===== src/rtl/gpio_pkg.sv =====
// Shared types and constants for the GPIO front end: LED mode codes and width helper.
package gpio_pkg;

  typedef logic [1:0] led_mode_t;

  localparam led_mode_t LED_MODE_OFF    = 2'b00;
  localparam led_mode_t LED_MODE_ON     = 2'b01;
  localparam led_mode_t LED_MODE_FOLLOW = 2'b10;
  localparam led_mode_t LED_MODE_BLINK  = 2'b11;

  // Bits needed to hold 0..n-1, never less than one so ports and counters stay legal.
  function automatic int unsigned min_width(input int unsigned n);
    return (n > 1) ? $clog2(n) : 1;
  endfunction

endpackage


===== src/rtl/switch_debounce.sv =====
// One switch channel: two-flop synchroniser, stability counter, debounced level and edge pulses.
module switch_debounce
  import gpio_pkg::*;
#(
  parameter int unsigned DEBOUNCE_CYCLES = 1000000
) (
  input  logic clk,
  input  logic rst_n,
  input  logic pin,
  output logic state,
  output logic rise,
  output logic fall
);

  localparam int unsigned CW = min_width(DEBOUNCE_CYCLES + 1);
  localparam logic [CW-1:0] CNT_MAX = CW'(DEBOUNCE_CYCLES - 1);

  logic          sync0;
  logic          sync1;
  logic [CW-1:0] cnt;

  // Bring the raw asynchronous pin into the clock domain before anything looks at it.
  always_ff @(posedge clk or negedge rst_n) begin
    if (!rst_n) begin
      sync0 <= 1'b0;
      sync1 <= 1'b0;
    end else begin
      sync0 <= pin;
      sync1 <= sync0;
    end
  end

  // Accept a new level only after it has disagreed with the current one for DEBOUNCE_CYCLES cycles.
  always_ff @(posedge clk or negedge rst_n) begin
    if (!rst_n) begin
      cnt   <= '0;
      state <= 1'b0;
      rise  <= 1'b0;
      fall  <= 1'b0;
    end else if (sync1 == state) begin
      cnt  <= '0;
      rise <= 1'b0;
      fall <= 1'b0;
    end else if (cnt == CNT_MAX) begin
      cnt   <= '0;
      state <= sync1;
      rise  <= sync1;
      fall  <= ~sync1;
    end else begin
      cnt  <= cnt + 1'b1;
      rise <= 1'b0;
      fall <= 1'b0;
    end
  end

endmodule


===== src/rtl/gpio_io_ctrl.sv =====
// Board I/O front end: debounced switches with edge pulses and sticky IRQ, per-LED mode control.
module gpio_io_ctrl
  import gpio_pkg::*;
#(
  parameter int unsigned N_SW            = 4,
  parameter int unsigned N_LED           = 4,
  parameter int unsigned DEBOUNCE_CYCLES = 1000000,
  parameter int unsigned BLINK_DIV       = 25000000,
  localparam int unsigned IDX_W          = min_width(N_LED)
) (
  input  logic             SYSTEMCLOCK,
  input  logic             PUSH_BUTTON_RESET_RAW,
  input  logic [N_SW-1:0]  gpio_switch,
  output logic [N_LED-1:0] gpio_led,
  input  logic             led_mode_wr,
  input  logic [IDX_W-1:0] led_mode_idx,
  input  logic [1:0]       led_mode_data,
  output logic [N_SW-1:0]  sw_state,
  output logic [N_SW-1:0]  sw_rise,
  output logic [N_SW-1:0]  sw_fall,
  output logic             sw_irq,
  input  logic             sw_irq_clear
);

  localparam int unsigned PW = min_width(BLINK_DIV);
  localparam logic [PW-1:0] PRESC_MAX = PW'(BLINK_DIV - 1);

  led_mode_t [N_LED-1:0] mode;
  logic [PW-1:0]         presc;
  logic                  blink_phase;

  for (genvar g = 0; g < N_SW; g++) begin : g_sw
    switch_debounce #(
      .DEBOUNCE_CYCLES(DEBOUNCE_CYCLES)
    ) u_debounce (
      .clk  (SYSTEMCLOCK),
      .rst_n(PUSH_BUTTON_RESET_RAW),
      .pin  (gpio_switch[g]),
      .state(sw_state[g]),
      .rise (sw_rise[g]),
      .fall (sw_fall[g])
    );
  end

  // Mode registers; an index with no matching LED simply matches no register and is dropped.
  always_ff @(posedge SYSTEMCLOCK or negedge PUSH_BUTTON_RESET_RAW) begin
    if (!PUSH_BUTTON_RESET_RAW) begin
      mode <= '{default: LED_MODE_OFF};
    end else begin
      for (int i = 0; i < N_LED; i++) begin
        if (led_mode_wr && (led_mode_idx == IDX_W'(i))) begin
          mode[i] <= led_mode_data;
        end
      end
    end
  end

  // Free-running blink prescaler; all blinking LEDs share this one phase.
  always_ff @(posedge SYSTEMCLOCK or negedge PUSH_BUTTON_RESET_RAW) begin
    if (!PUSH_BUTTON_RESET_RAW) begin
      presc       <= '0;
      blink_phase <= 1'b0;
    end else if (presc == PRESC_MAX) begin
      presc       <= '0;
      blink_phase <= ~blink_phase;
    end else begin
      presc <= presc + 1'b1;
    end
  end

  // Registered LED mux selecting each LED's source from its mode.
  always_ff @(posedge SYSTEMCLOCK or negedge PUSH_BUTTON_RESET_RAW) begin
    if (!PUSH_BUTTON_RESET_RAW) begin
      gpio_led <= '0;
    end else begin
      for (int i = 0; i < N_LED; i++) begin
        case (mode[i])
          LED_MODE_OFF:    gpio_led[i] <= 1'b0;
          LED_MODE_ON:     gpio_led[i] <= 1'b1;
          LED_MODE_FOLLOW: gpio_led[i] <= sw_state[i % N_SW];
          default:         gpio_led[i] <= blink_phase;
        endcase
      end
    end
  end

  // Sticky change flag; a new edge in the clearing cycle keeps it set so no event is lost.
  always_ff @(posedge SYSTEMCLOCK or negedge PUSH_BUTTON_RESET_RAW) begin
    if (!PUSH_BUTTON_RESET_RAW) begin
      sw_irq <= 1'b0;
    end else if (|{sw_rise, sw_fall}) begin
      sw_irq <= 1'b1;
    end else if (sw_irq_clear) begin
      sw_irq <= 1'b0;
    end
  end

endmodule


===== config.mk =====
export PLATFORM = sky130hd
export DESIGN_NAME = gpio_io_ctrl
export DESIGN_NICKNAME = d
export VERILOG_FILES = /design/src/rtl/gpio_pkg.sv /design/src/rtl/switch_debounce.sv /design/src/rtl/gpio_io_ctrl.sv
export SDC_FILE = /design/constraint.sdc
export NUM_CORES = 1
export LEC_CHECK = 0
export CORE_MARGIN = 5
export CORE_UTILIZATION = 50
export CTS_BUF_LIST = sky130_fd_sc_hd__clkbuf_16
export CTS_CLUSTER_SIZE = 12
export DETAILED_ROUTE_END_ITERATION = 8
export PLACE_DENSITY = 0.81
export SLEW_MARGIN = 30
export SYNTH_ARGS = -nofsm -noshare
export SYNTH_HDL_FRONTEND = slang
export SYNTH_SLANG_ARGS = --single-unit

===== constraint.sdc =====
create_clock -name SYSTEMCLOCK -period 2 [get_ports SYSTEMCLOCK]
set_input_delay 0.4 -clock SYSTEMCLOCK [delete_from_list [all_inputs] [get_ports SYSTEMCLOCK]]
set_output_delay 0.4 -clock SYSTEMCLOCK [all_outputs]
set_load 0.1 [all_outputs]

After elaboration in Yosys (flattened, before gate mapping)

Index checks and enable logic that the tools add are counted.

Input port bits: 12
Register bits: 139

Reduce and logical (&&, ||, !) cells: 15
Bitwise gates (word level): 9
Mux-type cells: 31
Add/subtract/negate cells: 5
Equal/unequal tests: 20

Operators with widths:

| kind                                           | number |
|---|---|
| 2-to-1 mux 20 bit                              | 8 |
| adder 20 x 1 -> 20 bit (second input constant) | 4 |
| == test 20 bit (second input constant)         | 4 |
| adder 25 x 1 -> 25 bit (second input constant) | 1 |
| == test 25 bit (second input constant)         | 1 |
| 2-to-1 mux 25 bit                              | 1 |
| 2-to-1 mux 1 bit                               | 18 |
| == test 2 bit (second input constant)          | 6 |
| one-hot mux 1 bit (3 select lines)             | 4 |
| == test 2 x 1 -> 1 bit (second input constant) | 5 |
| logical NOT 2 bit                              | 5 |
| inverter 1 bit                                 | 9 |
| AND reduction 2 bit                            | 4 |
| OR reduction 8 bit                             | 1 |
| == test 1 bit                                  | 4 |
| logical AND 1 bit                              | 4 |
| nonzero test 2 bit                             | 1 |

Longest topological paths before layout

Gate-level depths: netlist of run 1.

Word-level depth: 3
Mapped depth: 6

Hierarchy

A second synthesis of run 1 with hierarchy kept.

Cells, all modules: 623
Area total of the unflattened synthesis: 6480.0 µm²

By module, submodules not included:

| module          | cells an instance | times used | sequential area each (µm²) | area an instance (µm²) |
|---|---|---|---|---|
| switch_debounce | 116               | 4          | 625.6                      | 1173.6 |
| gpio_io_ctrl    | 159               | 1          | 975.9                      | 1785.5 |

Worst setup path before layout of run 1

OpenSTA, ideal clock, no wires.

Path type: flip-flop to flip-flop
Start: register g_sw[3].u_debounce.cnt[11]
End: register g_sw[3].u_debounce.state
Arrival time: 1986 ps
Path buffers: 0
Clock period less this slack: 2111 ps
Required time: 1875 ps
Cell stages (with the launch flop): 5
Slack: -111 ps
Cells stage by stage: dfrtp_1 > or4b_1 > or4_4 > or2_4 > mux2_4

Cells in the longest elaborated chain, start to end: 2

RTL lines:

| item                          | line                  | text |
|---|---|---|
| start: declaration            | switch_debounce.sv:20 | `logic [CW-1:0] cnt;` |
| start signal: assignment      | switch_debounce.sv:50 | `cnt <= cnt + 1'b1;` |
| == test 20 bit                | switch_debounce.sv:44 | `end else if (cnt == CNT_MAX) begin` |
| AND reduction 2 bit (no line) | n/a                   |  |
| end signal: assignment        | switch_debounce.sv:46 | `state <= sync1;` |
| end: declaration              | switch_debounce.sv:10 | `output logic state,` |

Every way passes these cells.
A chain may end at the register's enable or synchronous reset.

Worst setup path in the final report of run 1

Start: register g_sw[3].u_debounce.cnt[10]
End: register g_sw[3].u_debounce.state

Same word-level chain as after synthesis.

==> impl_metrics.py, run 1 <==
metrics = {
    "run_status": {
        "status": "finished with violations",
        "violations": "setup timing",
    },
    "synthesis": {
        "synthesis.yosys.warnings": 0,
        "netlist_instances": 629,
        "synth-seq-cells": 139,
        "synth.distinct_cells": 52,
        "synth.area.top_cells": "sky130_fd_sc_hd__dfrtp_1 53%, sky130_fd_sc_hd__xnor2_1 5.6%, sky130_fd_sc_hd__nor2_1 3.9%, sky130_fd_sc_hd__xor2_1 3.6%, sky130_fd_sc_hd__nand3_1 2.8%",
        "number_of_synthesized_flops_with_an_enable_pin": 0,
        "ys.flop_type": "sky130_fd_sc_hd__dfrtp_1",
        "most_instantiated_cells_after_synthesis": "139 x sky130_fd_sc_hd__dfrtp_1, 68 x sky130_fd_sc_hd__nor2_1, 42 x sky130_fd_sc_hd__xnor2_1, 37 x sky130_fd_sc_hd__nand2_1, 37 x sky130_fd_sc_hd__nand3_1",
        "synth_largest_type_area_fraction_pct": 53.3,
        "synth.cell_area_um2": 6520,
        "postSynth.asyncResetShare_pct": 100,
        "synth_area_leader_cell": "sky130_fd_sc_hd__dfrtp_1",
        "syn_avg_cell_area_um2": 10.4,
        "yosysSeqAreaShare_pct": 53.3,
        "most_repeated_cell_in_the_gate_level_netlist_after_synthesis": "sky130_fd_sc_hd__dfrtp_1",
        "mappedNetlistNets": 646,
    },
    "clock_tree": {
        "clock_sinks": 139,
        "clk_pin_slew_ns": 0.06,
        "cts.root.buffer_cell": "sky130_fd_sc_hd__clkbuf_16",
        "tritoncts.num_buffers": 17,
        "cts_buffer_depth": 2,
        "clock_tree.htree_level_count": 4,
        "tritoncts_clock_tree": "yes",
        "clk_latency_ns": 0.42,
    },
    "sta": {
        "slew_viol_final": 0,
        "timing.max_slew.rel_slack_pct": 64.7,
        "timing.final.setup_violations": 21,
        "timing.hold.ws_ns": 0.348,
        "hold_fails_final_rpt": 0,
        "rsz0062_at_grt": "yes",
        "timing.clock.skew_ns": 0.00766,
        "postLayoutSetupSlackWorst_ns": -0.124,
        "timing.setup.tns_ns": -1.36,
        "timing.final.crit_period_ns": 2.12,
        "achievable-frequency_mhz": 471,
        "layout_worst_path_cycle_share_pct": 106,
        "timing_worst_slew_pin_value_ns": 0.525,
    },
    "placement": {
        "place_ws_ns": -0.151,
        "placement.cell_area_um2": 7250,
        "placement.io_buffers": 28,
        "place_congestion": 0.866,
        "detailedPlacementHpwl_um": 9510,
    },
    "critical_path": {
        "worstSetupStartpoint": "g_sw[3].u_debounce.cnt[10]$_DFF_PN0_",
        "worstSetupEndpointType": "flip-flop",
        "r2r_end": "g_sw[3].u_debounce.state$_DFFE_PN0P_",
        "r2r_setup_slack_ns": -0.12,
        "timing.rr.start": "g_sw[3].u_debounce.cnt[10]$_DFF_PN0_",
        "critPathKind": "reg2reg",
        "critical_path_arrival_ns": 2.43,
        "path_max_fanout": 4,
        "worst_r2r_path_depth": 4,
        "worstPathRequired_ns": 2.30,
        "startpoint_type": "flip-flop",
    },
    "power": {
        "peakVddDrop_uv": 617,
        "power.density_cell_area_nw_per_um2": 825,
        "leakage_nw": 3.34,
    },
    "global_route": {
        "globalRouteTotalUtil_pct": 18.5,
        "first_global_vias": 5073,
        "largest_net_degree_at_the_start_of_global_routing": 47,
        "initial_antenna_violation_count": 0,
        "global_route_wire_length_before_repair_um": 23900,
        "grt_overflow": 0,
    },
    "worst_hold_path": {
        "hold_end": "g_sw[3].u_debounce.sync1$_DFF_PN0_",
        "min-delay-start": "g_sw[3].u_debounce.sync0$_DFF_PN0_",
        "hold_depth": 0,
        "min-delay-path-class": "reg2reg",
    },
    "cells_and_area": {
        "layout-drive-gt1-share_pct": 18.0,
        "area_delta_synth_final_pct": 21.4,
        "final_nets": 716,
        "antenna_cells_inserted": 0,
        "fin_area_um2": 7910,
        "utilization_pct": 62.2,
    },
    "route": {
        "routed_via_density": 5.62,
        "top_layer_used": "met4",
        "post-route-drc-count": 0,
        "metal_1_wl_um": 6070,
        "drtAntennaViolNets": 0,
        "met3RoutedLength_um": 619,
        "detail_route.first_pass.iterations": 4,
        "drt_total_wl_um": 13800,
        "routed_wire_length_per_instance_um": 15.6,
        "detail_route.iter0.violations": 466,
        "via_count": 4966,
        "routed-wl-met2_um": 6780,
    },
    "floorplan": {
        "fp.dieH_um": 124,
        "effective_utilization_at_floorplan_pct": 51.3,
        "io_pins": 29,
        "die_w_um": 124,
        "placementRows": 41,
        "design.die.area_um2": 15400,
        "core_area_um2": 12700,
    },
    "run": {
        "max_cap_violations": 0,
    },
}
[worst max path at each step]
stage | end | slack (ns) | depth (start not counted)
3_3_place_gp | g_sw[3].u_debounce.state$_DFFE_PN0P_ | -0.11 | 4
2_1_floorplan | g_sw[3].u_debounce.state$_DFFE_PN0P_ | -0.11 | 4
4_1_cts | g_sw[3].u_debounce.state$_DFFE_PN0P_ | -0.12 | 4
5_1_grt | g_sw[3].u_debounce.state$_DFFE_PN0P_ | -0.18 | 4
3_5_place_dp | g_sw[3].u_debounce.state$_DFFE_PN0P_ | -0.15 | 4
6_report | g_sw[3].u_debounce.state$_DFFE_PN0P_ | -0.12 | 4
[through the flow]
stage                     power [mW]  cells
after floorplan                 3.23    629
after global placement          3.40    849
after detailed placement        3.41    849
after CTS                       6.58    883
after global routing            6.76    884
final                           6.53    884
[layout make-up]
| class | count | area, µm² |
|---|---|---|
| Timing Repair Buffer | 73 | 671 |
| Multi-Input combinational cell | 453 | 2890 |
| Tap cell | 172 | 215 |
| Clock inverter | 15 | 174 |
| Clock buffer | 17 | 425 |
| Inverter | 15 | 56.3 |
| Fill cell | 984 | 4810 |
| Sequential cell | 139 | 3480 |
[power by group]
part	total [mW]	internal (mW)	switching (mW)	leakage, nW
sequential	2.95	2.89	0.0580	1.87
clock	3.16	1.95	1.21	0.275
combinational	0.417	0.131	0.286	1.20
[worst max-delay path, cell delays in order, from the launching register on]
cell and delay [ns]:
sky130_fd_sc_hd__dfrtp_1 0.38, sky130_fd_sc_hd__or4_1 0.52, sky130_fd_sc_hd__or4_4 0.55, sky130_fd_sc_hd__or2_4 0.27, sky130_fd_sc_hd__mux2_4 0.30
[cells in the final DEF, fill, tap and decap left out, types with 5 or more instances in the layout]
| cell | n |
|---|---|
| sky130_fd_sc_hd__dfrtp_1 | 138 |
| sky130_fd_sc_hd__nor2_1 | 68 |
| sky130_fd_sc_hd__buf_4 | 53 |
| sky130_fd_sc_hd__xnor2_1 | 42 |
| sky130_fd_sc_hd__nand2_1 | 37 |
| sky130_fd_sc_hd__nand3_1 | 37 |
| sky130_fd_sc_hd__a21oi_1 | 32 |
| sky130_fd_sc_hd__xor2_1 | 27 |
| sky130_fd_sc_hd__nand4_1 | 22 |
| sky130_fd_sc_hd__or3_1 | 21 |
| sky130_fd_sc_hd__o21ai_0 | 21 |
| sky130_fd_sc_hd__nor4_1 | 18 |
| sky130_fd_sc_hd__clkbuf_16 | 17 |
| sky130_fd_sc_hd__inv_1 | 15 |
| sky130_fd_sc_hd__nor3_1 | 14 |
| sky130_fd_sc_hd__and3_1 | 13 |
| sky130_fd_sc_hd__mux2_2 | 11 |
| sky130_fd_sc_hd__or4_1 | 10 |
| sky130_fd_sc_hd__clkdlybuf4s50_1 | 10 |
| sky130_fd_sc_hd__nor3b_1 | 9 |
| sky130_fd_sc_hd__buf_12 | 7 |
| sky130_fd_sc_hd__nand4b_1 | 6 |
| sky130_fd_sc_hd__and2_1 | 6 |
| sky130_fd_sc_hd__o31ai_1 | 6 |
| sky130_fd_sc_hd__or4_4 | 5 |
| sky130_fd_sc_hd__clkinvlp_4 | 5 |
[metal layers]
layer | up-vias | GRT usage (%)
li1 | 2384 | -
met1 | 2437 | 23.4
met2 | 112 | 31.0
met3 | 33 | 4.29
met4 | 0 | 7.16
met5 | - | 0
[sequential cells by signal, indices dropped and copies added, names as in the netlist]
register and flops:
g_sw.u_debounce.fall 4, g_sw.u_debounce.cnt 80, sw_irq 1, g_sw.u_debounce.sync1 4, mode 8, blink_phase 1
presc 25, g_sw.u_debounce.state 4, g_sw.u_debounce.sync0 4, gpio_led 4, g_sw.u_debounce.rise 4
[repair_timing]
action | CTS | global route
hold buffers | 1 | 0
gates resized for setup | 2 | 8
endpoints found under the setup margin | 5 | 33
pin swaps | 1 | 2
hold endpoints to repair | 40 | 0
buffers inserted | 1 | 1
[logic make-up (layout without fill, tap and decap cells)]
family	count (synthesis)	after routing	synth area share, %
AOI/OAI and AO/OA	73	73	6.43
xor gates and xnor gates	69	69	9.27
adders and majority gates	5	5	0.959
buffers and inverters	37	120	2.97
DFF	139	139	53.3
muxes	12	12	2.13
and+or+nand+nor	294	294	24.9
Power figures use the tool's default switching activity.
==> run 2, diff against run 1 <==
--- a/config.mk
+++ b/config.mk
@@ -8,7 +8,7 @@
 export CORE_MARGIN = 5
 export CORE_UTILIZATION = 50
 export CTS_BUF_LIST = sky130_fd_sc_hd__clkbuf_16
-export CTS_CLUSTER_SIZE = 12
+export CTS_CLUSTER_SIZE = 24
 export DETAILED_ROUTE_END_ITERATION = 8
 export PLACE_DENSITY = 0.81
 export SLEW_MARGIN = 30
==> results of run 2 <==
No change in the layout: final DEF, timing and power equal those of run 1.
==> run 3, diff against run 2 <==
--- a/config.mk
+++ b/config.mk
@@ -5,12 +5,14 @@
 export SDC_FILE = /design/constraint.sdc
 export NUM_CORES = 1
 export LEC_CHECK = 0
+export CORE_ASPECT_RATIO = 0.75
 export CORE_MARGIN = 5
 export CORE_UTILIZATION = 50
 export CTS_BUF_LIST = sky130_fd_sc_hd__clkbuf_16
 export CTS_CLUSTER_SIZE = 24
 export DETAILED_ROUTE_END_ITERATION = 8
 export PLACE_DENSITY = 0.81
+export REMOVE_ABC_BUFFERS = 1
 export SLEW_MARGIN = 30
 export SYNTH_ARGS = -nofsm -noshare
 export SYNTH_HDL_FRONTEND = slang
==> impl_metrics.py, run 3 (synthesized netlist as in run 1, its figures left out) <==
metrics = {
    "run_status": {
        "status": "finished with violations",
        "violations": "setup timing",
    },
    "global_route": {
        "largest_net_degree_at_the_start_of_global_routing": 55,
        "globalRouteTotalUtil_pct": 20.2,
        "global_route_wire_length_before_repair_um": 24700,
        "first_global_vias": 5062,
        "grt_overflow": 0,
        "initial_antenna_violation_count": 0,
    },
    "floorplan": {
        "effective_utilization_at_floorplan_pct": 50.6,
        "design.die.area_um2": 15500,
        "placementRows": 36,
        "fp.dieH_um": 109,
        "io_pins": 29,
        "core_area_um2": 12900,
        "die_w_um": 142,
    },
    "route": {
        "drtAntennaViolNets": 0,
        "drt_total_wl_um": 14900,
        "detail_route.first_pass.iterations": 6,
        "routed_wire_length_per_instance_um": 16.7,
        "via_count": 5058,
        "detail_route.iter0.violations": 284,
        "post-route-drc-count": 0,
        "routed_via_density": 5.70,
    },
    "cells_and_area": {
        "utilization_pct": 61.4,
        "layout.cells.most_common_list": "137 x sky130_fd_sc_hd__dfrtp_1, 68 x sky130_fd_sc_hd__nor2_1, 58 x sky130_fd_sc_hd__buf_4, 42 x sky130_fd_sc_hd__xnor2_1, 37 x sky130_fd_sc_hd__nand2_1",
        "area_delta_synth_final_pct": 21.3,
        "layout_top_registers": "g_sw.u_debounce.cnt (80), presc (25), mode (8)",
        "final.fill_count": 998,
        "largest_register_ff_count": 80,
        "multiInputGateArea_um2": 2900,
        "layout-drive-gt1-share_pct": 18.7,
        "largest-register": "g_sw.u_debounce.cnt",
        "regArea_um2": 3480,
        "final_common_cell": "sky130_fd_sc_hd__dfrtp_1",
        "antenna_cells_inserted": 0,
        "final_nets": 720,
    },
    "power": {
        "leakage_nw": 3.35,
        "peakVddDrop_uv": 598,
        "power.density_cell_area_nw_per_um2": 806,
    },
    "critical_path": {
        "path_max_fanout": 4,
        "cp_slowest_cell": "sky130_fd_sc_hd__or4_4",
        "worstPathRequired_ns": 2.29,
        "worstSetupEndpointType": "flip-flop",
        "cpPeakStageDelay_ns": 0.55,
        "critical-path-top-delay-family": "simple AND/OR/NAND/NOR gates",
        "crit_path_cell_trace": "or4b_1 > or4_4 > or2_4 > mux2_4",
        "critPathKind": "reg2reg",
        "critical_path_arrival_ns": 2.44,
        "critical_path_buffers_and_inverters": 0,
        "startpoint_type": "flip-flop",
    },
    "worst_hold_path": {
        "min-delay-path-class": "reg2reg",
    },
    "clock_tree": {
        "clock_sinks": 139,
        "clk_pin_slew_ns": 0.06,
        "clock_tree.htree_level_count": 4,
        "cts_buffer_depth": 2,
        "tritoncts.num_buffers": 17,
        "cts.root.buffer_cell": "sky130_fd_sc_hd__clkbuf_16",
        "tritoncts_clock_tree": "yes",
        "clk_latency_ns": 0.42,
    },
    "placement": {
        "place_ws_ns": -0.102,
        "detailedPlacementHpwl_um": 9960,
        "placement.io_buffers": 28,
        "place_congestion": 0.888,
    },
    "sta": {
        "timing.setup.tns_ns": -1.89,
        "rsz0062_at_grt": "yes",
        "timing_worst_slew_pin_value_ns": 0.660,
        "timing.hold.ws_ns": 0.352,
        "hold_fails_final_rpt": 0,
        "timing.max_slew.rel_slack_pct": 55.6,
        "timing.clock.skew_ns": 0.0191,
        "timing.final.crit_period_ns": 2.15,
        "layout_worst_path_cycle_share_pct": 107,
        "postLayoutSetupSlackWorst_ns": -0.147,
        "timing.final.setup_violations": 22,
        "slew_viol_final": 0,
        "achievable-frequency_mhz": 466,
    },
    "run": {
        "max_cap_violations": 0,
    },
}
[run 3: cell count changes in the layout (fill, tap and decap cells not counted), sizes merged]
cell,change
clkinv,+3
bufinv,-1
buf,+4
inv,-1
clkinvlp,-1
[run 3: through the flow]
stage | total power [mW] | std cells | area [µm²]
after floorplan | 3.22 | 607 | 6380
after global placement | 3.40 | 848 | 7240
after detailed placement | 3.41 | 848 | 7240
after CTS | 6.42 | 883 | 7830
after global routing | 6.60 | 887 | 7910
final | 6.38 | 887 | 7910
[run 3: timing repair]
item,4_1_cts,5_1_grt
hold buffers,1,0
setup buffers,2,4
resized for setup,2,11
endpoints found under the hold margin,50,0
pin swaps,2,6
setup endpoints to repair,7,38
[run 3: report_power, final]
part / internal, mW / switching (mW) / total [mW]
combinational: 0.133 / 0.292 / 0.425
sequential: 2.89 / 0.0657 / 2.96
clock: 1.81 / 1.19 / 2.99
total: 4.83 / 1.55 / 6.38
[run 3: area by class of cell]
type                       count  area share (%)
multi-input combinational    453            36.7
tap                          171            2.70
clock inverter                15            1.69
timing repair buffer          77            8.81
inverter                      15           0.712
sequential                   139            44.0
clock buffer                  17            5.38
[run 3: path summary, 6_finish.rpt]
kind / slack [ns] / to / from / cells past startpoint
min in group asynchronous: 0.53 / g_sw[0].u_debounce.cnt[6]$_DFF_PN0_ / PUSH_BUTTON_RESET_RAW / 2
max in group asynchronous: 0.84 / mode[2]$_DFFE_PN0P_ / PUSH_BUTTON_RESET_RAW / 3
min: 0.35 / g_sw[1].u_debounce.sync1$_DFF_PN0_ / g_sw[1].u_debounce.sync0$_DFF_PN0_ / 0
min reg2reg: 0.35 / g_sw[1].u_debounce.sync1$_DFF_PN0_ / g_sw[1].u_debounce.sync0$_DFF_PN0_ / 0
max reg2reg: -0.15 / g_sw[3].u_debounce.state$_DFFE_PN0P_ / g_sw[3].u_debounce.cnt[15]$_DFF_PN0_ / 4
max: -0.15 / g_sw[3].u_debounce.state$_DFFE_PN0P_ / g_sw[3].u_debounce.cnt[15]$_DFF_PN0_ / 4
[run 3: worst reg2reg max path, stage by stage (launching register included)]
cell	delay (ns)
sky130_fd_sc_hd__dfrtp_1	0.38
sky130_fd_sc_hd__or4b_1	0.53
sky130_fd_sc_hd__or4_4	0.55
sky130_fd_sc_hd__or2_4	0.26
sky130_fd_sc_hd__mux2_4	0.31
[run 3: per-layer routing]
| layer | GRT usage, % | vias up | wire length [µm] |
|---|---|---|---|
| met3 | 5.87 | 9 | 796 |
| met2 | 33.9 | 121 | 7500 |
| met4 | 5.62 | 0 | 95 |
| met5 | 0 | - | 0 |
| met1 | 25.9 | 2536 | 6460 |
| li1 | - | 2392 | - |
